$ cat src/rtl/uart_pkg.sv
// rtl/uart_pkg.sv - shared UART frame constants, FSM encodings and divider helper
// Purpose: common definitions imported by uart_core and uart_baud_gen.
// Ports: none (package).
package uart_pkg;

  localparam int DATA_BITS  = 8;
  localparam int OVERSAMPLE = 16;

  typedef enum logic [1:0] {
    TX_IDLE,
    TX_START,
    TX_DATA,
    TX_STOP
  } tx_state_t;

  typedef enum logic [2:0] {
    RX_IDLE,
    RX_START,
    RX_DATA,
    RX_STOP,
    RX_WAIT_HIGH
  } rx_state_t;

  // Oversample divider, rounded to nearest and never below one clock.
  function automatic int calc_div(input int clk_freq, input int baud);
    int d;
    d = (clk_freq + (OVERSAMPLE / 2) * baud) / (OVERSAMPLE * baud);
    return (d < 1) ? 1 : d;
  endfunction

endpackage

$ cat src/rtl/uart_baud_gen.sv
// rtl/uart_baud_gen.sv - free-running oversample tick generator
// Purpose: one-clock tick pulse every DIV clocks.
// Ports: clk, reset (async active-low), tick (output pulse).
module uart_baud_gen #(
  parameter int DIV = 1
) (
  input  logic clk,
  input  logic reset,
  output logic tick
);

  localparam int W = (DIV > 1) ? $clog2(DIV) : 1;
  localparam logic [W-1:0] LAST = W'(DIV - 1);

  logic [W-1:0] cnt;

  always_ff @(posedge clk or negedge reset) begin
    if (!reset) begin
      cnt <= '0;
    end else if (cnt == LAST) begin
      cnt <= '0;
    end else begin
      cnt <= cnt + 1'b1;
    end
  end

  assign tick = (cnt == LAST);

endmodule

$ cat src/rtl/uart_core.sv
// rtl/uart_core.sv - 8N1 UART transmitter and 16x oversampling receiver
// Purpose: independent TX and RX paths sharing one clock.
// Ports: clk, reset (async active-low); tx_start, tx_data in; tx_status, tx_end, txd out;
//        rxd in; rx_data, rx_end, rx_ferr out.
module uart_core
  import uart_pkg::*;
#(
  parameter int CLK_FREQ = 50000000,
  parameter int BAUD     = 9600
) (
  input  logic       clk,
  input  logic       reset,
  input  logic       tx_start,
  input  logic [7:0] tx_data,
  output logic       tx_status,
  output logic       tx_end,
  output logic       txd,
  input  logic       rxd,
  output logic [7:0] rx_data,
  output logic       rx_end,
  output logic       rx_ferr
);

  localparam int DIV        = calc_div(CLK_FREQ, BAUD);
  localparam int BIT_CYCLES = OVERSAMPLE * DIV;
  localparam int TCW        = $clog2(BIT_CYCLES);
  localparam logic [TCW-1:0] TX_LAST  = TCW'(BIT_CYCLES - 1);
  localparam logic [2:0]     LAST_BIT = 3'(DATA_BITS - 1);
  localparam logic [3:0]     HALF_TCK = 4'(OVERSAMPLE / 2 - 1);
  localparam logic [3:0]     FULL_TCK = 4'(OVERSAMPLE - 1);

  // ---------------- transmitter ----------------
  tx_state_t      tx_state, tx_state_n;
  logic [TCW-1:0] tx_cnt, tx_cnt_n;
  logic [2:0]     tx_bit, tx_bit_n;
  logic [7:0]     tx_shift, tx_shift_n;
  logic           txd_n, tx_end_n, tx_wrap;

  assign tx_wrap   = (tx_cnt == TX_LAST);
  assign tx_status = (tx_state == TX_IDLE);

  always_ff @(posedge clk or negedge reset) begin
    if (!reset) begin
      tx_state <= TX_IDLE;
      tx_cnt   <= '0;
      tx_bit   <= '0;
      tx_shift <= '0;
      txd      <= 1'b1;
      tx_end   <= 1'b0;
    end else begin
      tx_state <= tx_state_n;
      tx_cnt   <= tx_cnt_n;
      tx_bit   <= tx_bit_n;
      tx_shift <= tx_shift_n;
      txd      <= txd_n;
      tx_end   <= tx_end_n;
    end
  end

  // txd is registered; the next-state logic loads the level of the bit being entered.
  always_comb begin
    tx_state_n = tx_state;
    tx_cnt_n   = tx_wrap ? '0 : tx_cnt + 1'b1;
    tx_bit_n   = tx_bit;
    tx_shift_n = tx_shift;
    txd_n      = txd;
    tx_end_n   = 1'b0;
    case (tx_state)
      TX_IDLE: begin
        tx_cnt_n = '0;
        txd_n    = 1'b1;
        if (tx_start) begin
          tx_state_n = TX_START;
          tx_shift_n = tx_data;
          tx_bit_n   = '0;
          txd_n      = 1'b0;
        end
      end
      TX_START: begin
        if (tx_wrap) begin
          tx_state_n = TX_DATA;
          txd_n      = tx_shift[0];
        end
      end
      TX_DATA: begin
        if (tx_wrap) begin
          if (tx_bit == LAST_BIT) begin
            tx_state_n = TX_STOP;
            txd_n      = 1'b1;
          end else begin
            tx_bit_n   = tx_bit + 1'b1;
            tx_shift_n = tx_shift >> 1;
            txd_n      = tx_shift[1];
          end
        end
      end
      TX_STOP: begin
        if (tx_wrap) begin
          tx_state_n = TX_IDLE;
          tx_end_n   = 1'b1;
        end
      end
      default: tx_state_n = TX_IDLE;
    endcase
  end

  // ---------------- receiver ----------------
  logic rx_s1, rx_s2, rx_prev, rx_fall, rx_tick;

  uart_baud_gen #(.DIV(DIV)) u_baud_gen (
    .clk   (clk),
    .reset (reset),
    .tick  (rx_tick)
  );

  always_ff @(posedge clk or negedge reset) begin
    if (!reset) begin
      rx_s1   <= 1'b1;
      rx_s2   <= 1'b1;
      rx_prev <= 1'b1;
    end else begin
      rx_s1   <= rxd;
      rx_s2   <= rx_s1;
      rx_prev <= rx_s2;
    end
  end

  assign rx_fall = rx_prev & ~rx_s2;

  rx_state_t  rx_state, rx_state_n;
  logic [3:0] rx_tcnt, rx_tcnt_n;
  logic [2:0] rx_bit, rx_bit_n;
  logic [7:0] rx_shift, rx_shift_n, rx_data_n;
  logic       rx_end_n, rx_ferr_n;

  always_ff @(posedge clk or negedge reset) begin
    if (!reset) begin
      rx_state <= RX_IDLE;
      rx_tcnt  <= '0;
      rx_bit   <= '0;
      rx_shift <= '0;
      rx_data  <= '0;
      rx_end   <= 1'b0;
      rx_ferr  <= 1'b0;
    end else begin
      rx_state <= rx_state_n;
      rx_tcnt  <= rx_tcnt_n;
      rx_bit   <= rx_bit_n;
      rx_shift <= rx_shift_n;
      rx_data  <= rx_data_n;
      rx_end   <= rx_end_n;
      rx_ferr  <= rx_ferr_n;
    end
  end

  // rx_tcnt counts ticks already seen in the current bit; the Nth tick arrives at N-1.
  always_comb begin
    rx_state_n = rx_state;
    rx_tcnt_n  = rx_tcnt;
    rx_bit_n   = rx_bit;
    rx_shift_n = rx_shift;
    rx_data_n  = rx_data;
    rx_end_n   = 1'b0;
    rx_ferr_n  = 1'b0;
    case (rx_state)
      RX_IDLE: begin
        if (rx_fall) begin
          rx_state_n = RX_START;
          rx_tcnt_n  = '0;
        end
      end
      RX_START: begin
        if (rx_tick) begin
          rx_tcnt_n = rx_tcnt + 1'b1;
          if (rx_tcnt == HALF_TCK) begin
            rx_tcnt_n  = '0;
            rx_bit_n   = '0;
            rx_state_n = rx_s2 ? RX_IDLE : RX_DATA;
          end
        end
      end
      RX_DATA: begin
        if (rx_tick) begin
          rx_tcnt_n = rx_tcnt + 1'b1;
          if (rx_tcnt == FULL_TCK) begin
            rx_tcnt_n  = '0;
            rx_shift_n = {rx_s2, rx_shift[7:1]};
            if (rx_bit == LAST_BIT) rx_state_n = RX_STOP;
            else rx_bit_n = rx_bit + 1'b1;
          end
        end
      end
      RX_STOP: begin
        if (rx_tick) begin
          rx_tcnt_n = rx_tcnt + 1'b1;
          if (rx_tcnt == FULL_TCK) begin
            rx_tcnt_n = '0;
            if (rx_s2) begin
              rx_data_n  = rx_shift;
              rx_end_n   = 1'b1;
              rx_state_n = RX_IDLE;
            end else begin
              rx_ferr_n  = 1'b1;
              rx_state_n = RX_WAIT_HIGH;
            end
          end
        end
      end
      RX_WAIT_HIGH: begin
        if (rx_s2) rx_state_n = RX_IDLE;
      end
      default: rx_state_n = RX_IDLE;
    endcase
  end

endmodule

$ cat config.mk
export PLATFORM = sky130hd
export DESIGN_NAME = uart_core
export DESIGN_NICKNAME = d
export VERILOG_FILES = /design/src/rtl/uart_pkg.sv /design/src/rtl/uart_baud_gen.sv /design/src/rtl/uart_core.sv
export SDC_FILE = /design/constraint.sdc
export NUM_CORES = 1
export LEC_CHECK = 0
export CORE_MARGIN = 10
export CORE_UTILIZATION = 62
export DETAILED_ROUTE_END_ITERATION = 8
export PLACE_DENSITY = 0.84
export SKIP_CTS_REPAIR_TIMING = 1
export SYNTH_ARGS = -nofsm -noshare
export SYNTH_HDL_FRONTEND = slang
export SYNTH_SLANG_ARGS = --single-unit
$ cat constraint.sdc
create_clock -name clk -period 4.1 [get_ports clk]
set_input_delay 0.41 -clock clk [delete_from_list [all_inputs] [get_ports clk]]
set_output_delay 0.41 -clock clk [all_outputs]
set_load 0.05 [all_outputs]
Yosys cells after proc, flatten, opt, wreduce, memory -nomap -nowiden
Index checks and enable logic that the tools add are counted.
- add/subtract/negate cells: 5
- equality and inequality tests: 30
- muxes and demuxes: 56
- bitwise gates (word level): 2
- reduce and logical (&&, ||, !) cells: 15
- operators with widths (operator ; count):
    $mux W3 ; 18
    $ne A2 B2 Y1 const B ; 16
    $mux W13 ; 2
    $mux W8 ; 3
    $mux W4 ; 5
    $pmux W8 S2 ; 1
    $pmux W3 S5 ; 1
    $mux W1 ; 14
    $add A13 B1 Y13 const B ; 1
    $eq A13 B13 Y1 const B ; 1
    $mux W2 ; 6
    $pmux W3 S2 ; 2
    $pmux W4 S3 ; 1
    $reduce_and A4 Y1 ; 3
    $add A9 B1 Y9 const B ; 1
    $eq A3 B3 Y1 const B ; 3
    $eq A9 B9 Y1 const B ; 1
    $mux W9 ; 1
    $reduce_and A9 Y1 ; 1
    $pmux W2 S4 ; 1
    $add A3 B1 Y3 const B ; 2
    $eq A3 B2 Y1 const B ; 2
    $reduce_and A3 Y1 ; 2
    $reduce_and A6 Y1 ; 1
    16 further kinds ; 19
- output and inout port bits: 13
- logic and storage cells: 125
- bits in registers: 68
- input port bits: 12

Depth between registers and ports, before layout
- depth after elaboration: 5
- gate-level depth with buffers: 7
- mapped depth without buffers: 6

Hierarchy
Synthesis repeated with hierarchy kept, for this count alone.
- cell total of the unflattened synthesis: 282
- area, all modules: 3264.4 µm²
- by module, submodules not included (module ; cells an instance ; area each (µm²) ; sequential area each (µm²) ; times used):
    uart_core ; 242 ; 2846.5 ; 1481.4 ; 1
    uart_baud_gen ; 40 ; 417.9 ; 225.2 ; 1

Worst setup path after synthesis
OpenSTA, ideal clock, no wires.
- path kind: reg2reg
- start: reg tx_state[0]
- end: reg tx_bit[1]
- period minus slack after synthesis: 2.036 ns
- cell stages (with the launch flop): 7
- slack: 2.064 ns
- data required time: 3.962 ns
- setup time: 0.138 ns
- arrival: 1.898 ns
- path buffers: 1
- cells stage by stage: dfrtp_1 > inv_1 > ha_1 > mux2i_1 > or2_0 > clkbuf_1 > o211ai_1
- word-level cells in the longest chain between the ends: 3
- elaborated cells between the ends (all ways): 8
- ends and longest elaborated chain (element ; line ; source):
    start: declaration ; uart_core.sv:33 ; tx_state_t tx_state, tx_state_n;
    start signal: assignment ; uart_core.sv:51 ; tx_state <= tx_state_n;
    $logic_not A2 Y1 (*) ; -- ;
    net tx_status ; uart_core.sv:15 ; output logic tx_status,
    $ne A2 B2 Y1 (no source line) / $reduce_bool A2 Y1 (equally long branches) ; -- ;
    $reduce_and A4 Y1 (no source line) ; -- ;
    end signal: assignment ; uart_core.sv:53 ; tx_bit <= tx_bit_n;
    end: declaration ; uart_core.sv:35 ; logic [2:0] tx_bit, tx_bit_n;
Mark *: on every way through the listed nets, which the timed path passes. The rest lies on a longest branch.
A chain may end at the register's enable or synchronous reset.

Worst setup path after layout
- start: reg tx_state[0]
- end: reg tx_bit[0]
- word-level cells in the longest chain between the ends: 3
- elaborated cells between the ends (all ways): 8
- ends and longest elaborated chain (element ; line ; source):
    $eq A2 B2 Y1 / $logic_not A2 Y1 (equally long branches) ; uart_core.sv:68 ; case (tx_state)
    $ne A2 B2 Y1 (no source line) / $reduce_bool A2 Y1 (equally long branches) ; -- ;
    $reduce_and A4 Y1 (no source line) ; -- ;
Several ways; a longest one is shown, not always the timed one.

==> impl_metrics.toml <==
[layout]
seqCellArea_sq_mm = 0.00171
antenna_cells = 0
drive_gt1_share_pct = 8.54
multi_input_area_sq_mm = 0.00152
syn_to_final_growth_pct = 13.7
nNetsFinal = 349
final_util_pct = 73.4
fillerInstances = 380

[detailed_routing]
ant_nets = 0
vias = 2333
drtPass1Iterations = 4
via_per_inst = 5.86
wl_per_cell_um = 15.2
drt_iter0_markers = 155
wirelength_mm = 6.05
drc = 0

[synthesis]
synth_cells = 299
synth_area_leaders = "dfrtp_1, mux2_1, ha_1"
muxShareOfSynthArea_pct = 8.11
syn_avg_cell_area_sq_um = 11.1
synth_compound_area_share_pct = 8.87
yosysUniqueCellTypes = 49
synth-simple-area-share_pct = 18.7
synth-adder-area-share_pct = 5.28
ys_seq_area_share_pct = 51.5
synth_warnings = 0
synth_top_family_by_area = "simple AND/OR/NAND/NOR gates"
ys_ff_latch = 68
syn_nets = 325
synth_top_area_share_pct = 48.3
synth_xor_area_share_pct = 4.75
synth_top_area_cell = "dfrtp_1"
syn_area_sq_mm = 0.00332

[critical_path]
cp.arrival_ns = 2.97
crit_fanout = 28
critical_path_required_ns = 4.33
critPathKind = "reg -> reg"
startpoint_type = "flop"
startpoint = "tx_state[0]"
reg2reg_to = "tx_bit[0]"
reg2regPathDepth = 5
endpoint_kind = "flop"
crit_path_end = "tx_bit[0]"
r2r_slack_ns = 1.36
r2r_start = "tx_state[0]"

[floorplanning]
fp-row-count = 26
fp.coreArea_sq_mm = 0.00514
start_util_pct = 64.5
io_pins = 25
die_h_um = 93.1
die-width_um = 93.1
dieArea_sq_mm = 0.00867

[timing]
drv_slew = 0
worstMarginPinSlew_ns = 1.06
rsz0062_at_grt = "no"
skew_ns = 0.00510
slew_headroom_pct = 29.1
setup_tns_ns = 0
fin_crit_sh_pct = 66.8
finalHoldViolCount = 0
min_period_ns = 2.74
fmax_mhz = 365
setup_viol = 0

[place]
gp_congestion = 0.793
portBuffers = 24
hpwlAfterDp_mm = 4.32

[global_routing]
grt_overflow = 0
grt_pass1_vias = 2338
grt_pass1_wl_mm = 10.4
grt_max_degree = 51
groute.usage.overall_pct = 14.8
antenna_found_initial = 0

[clock_network]
h-tree-depth = 3
cts_root_buf = "clkbuf_8"
clkLatencyLatePin_ns = 0.34
clockBufferDepth = 2
path_clk_slew_ns = 0.07
cts_tree = "built"
clock_sinks = 68
cts_made_buffers = 9

[pwr]
p_per_area_mw_per_mm2 = 336
peakVddDrop_mv = 0.216
p_leak_nw = 1.73

[run_status]
status = "complete, no violations"

[run]
maxCapViolations = 0

[min_path]
min_path_type = "in -> async"
[synthesized netlist by cell type (all sizes together)]
master / count
clkbuf: 10
o21a: 1
and2: 3
nand2: 20
xnor2: 6
o211ai: 8
or2: 4
dfstp: 4
a22oi: 6
a311o: 1
o21ai: 10
and4bb: 1
mux2i: 4
o311a: 1
o311ai: 2
and3: 6
ha: 14
o31ai: 1
a222oi: 3
nor2: 27
o41ai: 2
nand4: 6
inv: 12
nor4b: 4
a2bb2oi: 1
a32oi: 1
a21oi: 3
a31oi: 1
and4b: 1
nand3: 23
dfrtp: 64
or4b: 2
xor2: 12
or4: 1
nand2b: 4
buf: 2
nor3: 3
and4: 1
or3: 3
mux2: 20
and3b: 1
[worst min-delay path by stage]
stage	endpoint	cells past startpoint	slack, ns	from
2_1_floorplan	rx_bit[0]	0	0.11	reset
3_3_place_gp	rx_s2	0	0.35	rx_s1
3_5_place_dp	rx_s2	0	0.36	rx_s1
4_1_cts	tx_cnt[0]	1	0.30	reset
5_1_grt	tx_cnt[0]	1	0.34	reset
6_report	rx_data[3]	1	0.26	reset
[registers in the layout, indices dropped and copies added, names as in the netlist]
name and flops:
rx_ferr 1, tx_shift 8, tx_end 1, tx_cnt 13, rx_s1 1, rx_data 8, tx_bit 3, rx_bit 3
rx_shift 8, rx_end 1, rx_prev 1, u_baud_gen.cnt 9, rx_s2 1, txd 1, rx_tcnt 4, tx_state 2
rx_state 3
[per-stage QoR]
stage	worst slack, ns	hold WS, ns	power (W)	cell area (sq um)	cells
2_1_floorplan	2.06	0.114	0.000757	3320	299
3_3_place_gp	1.51	0.352	0.000791	3600	382
3_5_place_dp	1.36	0.355	0.000798	3600	382
4_1_cts	1.34	0.295	0.00128	3770	398
5_1_grt	1.06	0.343	0.00132	3770	398
6_report	1.36	0.261	0.00127	3770	398
[layout by cell type (no fill, tap or decap), types with 6 or more instances in the layout]
master / Yosys / layout
dfrtp_1: 64 / 64
nor2_1: 27 / 27
nand3_1: 23 / 23
clkdlybuf4s50_1: 0 / 23
nand2_1: 19 / 19
mux2_1: 19 / 19
ha_1: 14 / 14
xor2_1: 12 / 12
inv_1: 12 / 12
clkbuf_8: 0 / 11
o211ai_1: 8 / 8
xnor2_1: 6 / 6
and3_1: 6 / 6
nand4_1: 6 / 6
o21ai_0: 6 / 6
a22oi_1: 6 / 6
[logic make-up after synthesis]
kind of cell               count (synthesis)
AOI/OAI and AO/OA                         41
xor gates and xnor gates                  18
adders and majority gates                 14
buffers and inverters                     24
DFF                                       68
muxes                                     24
and+or+nand+nor                          110
[worst max-delay path, stage by stage (launching register included)]
cell and delay, ns:
dfrtp_1 0.42, inv_1 0.14, ha_1 0.69, mux2i_1 0.52, or2_0 0.55, o311ai_1 0.32
[per-layer routing]
layer	part of all wire (%)	track usage, %
met4	2.1	8.23
met2	49	24.5
met3	4.8	3.92
met5	0	0
met1	44	17.1
[area by class of cell]
type,count,area share (%)
Clock buffer,14,4.31
Tap cell,70,2.32
Timing Repair Buffer,25,6.44
Inverter,12,1.19
Multi-Input combinational cell,207,40.2
Clock inverter,2,0.265
Sequential cell,68,45.3
[power breakdown]
part	switching [W]	total (W)	internal, W
combinational	0.0000477	0.0000822	0.0000345
clock	0.000233	0.000484	0.000251
sequential	0.0000182	0.000702	0.000684
(Power assumes the default switching activity.)
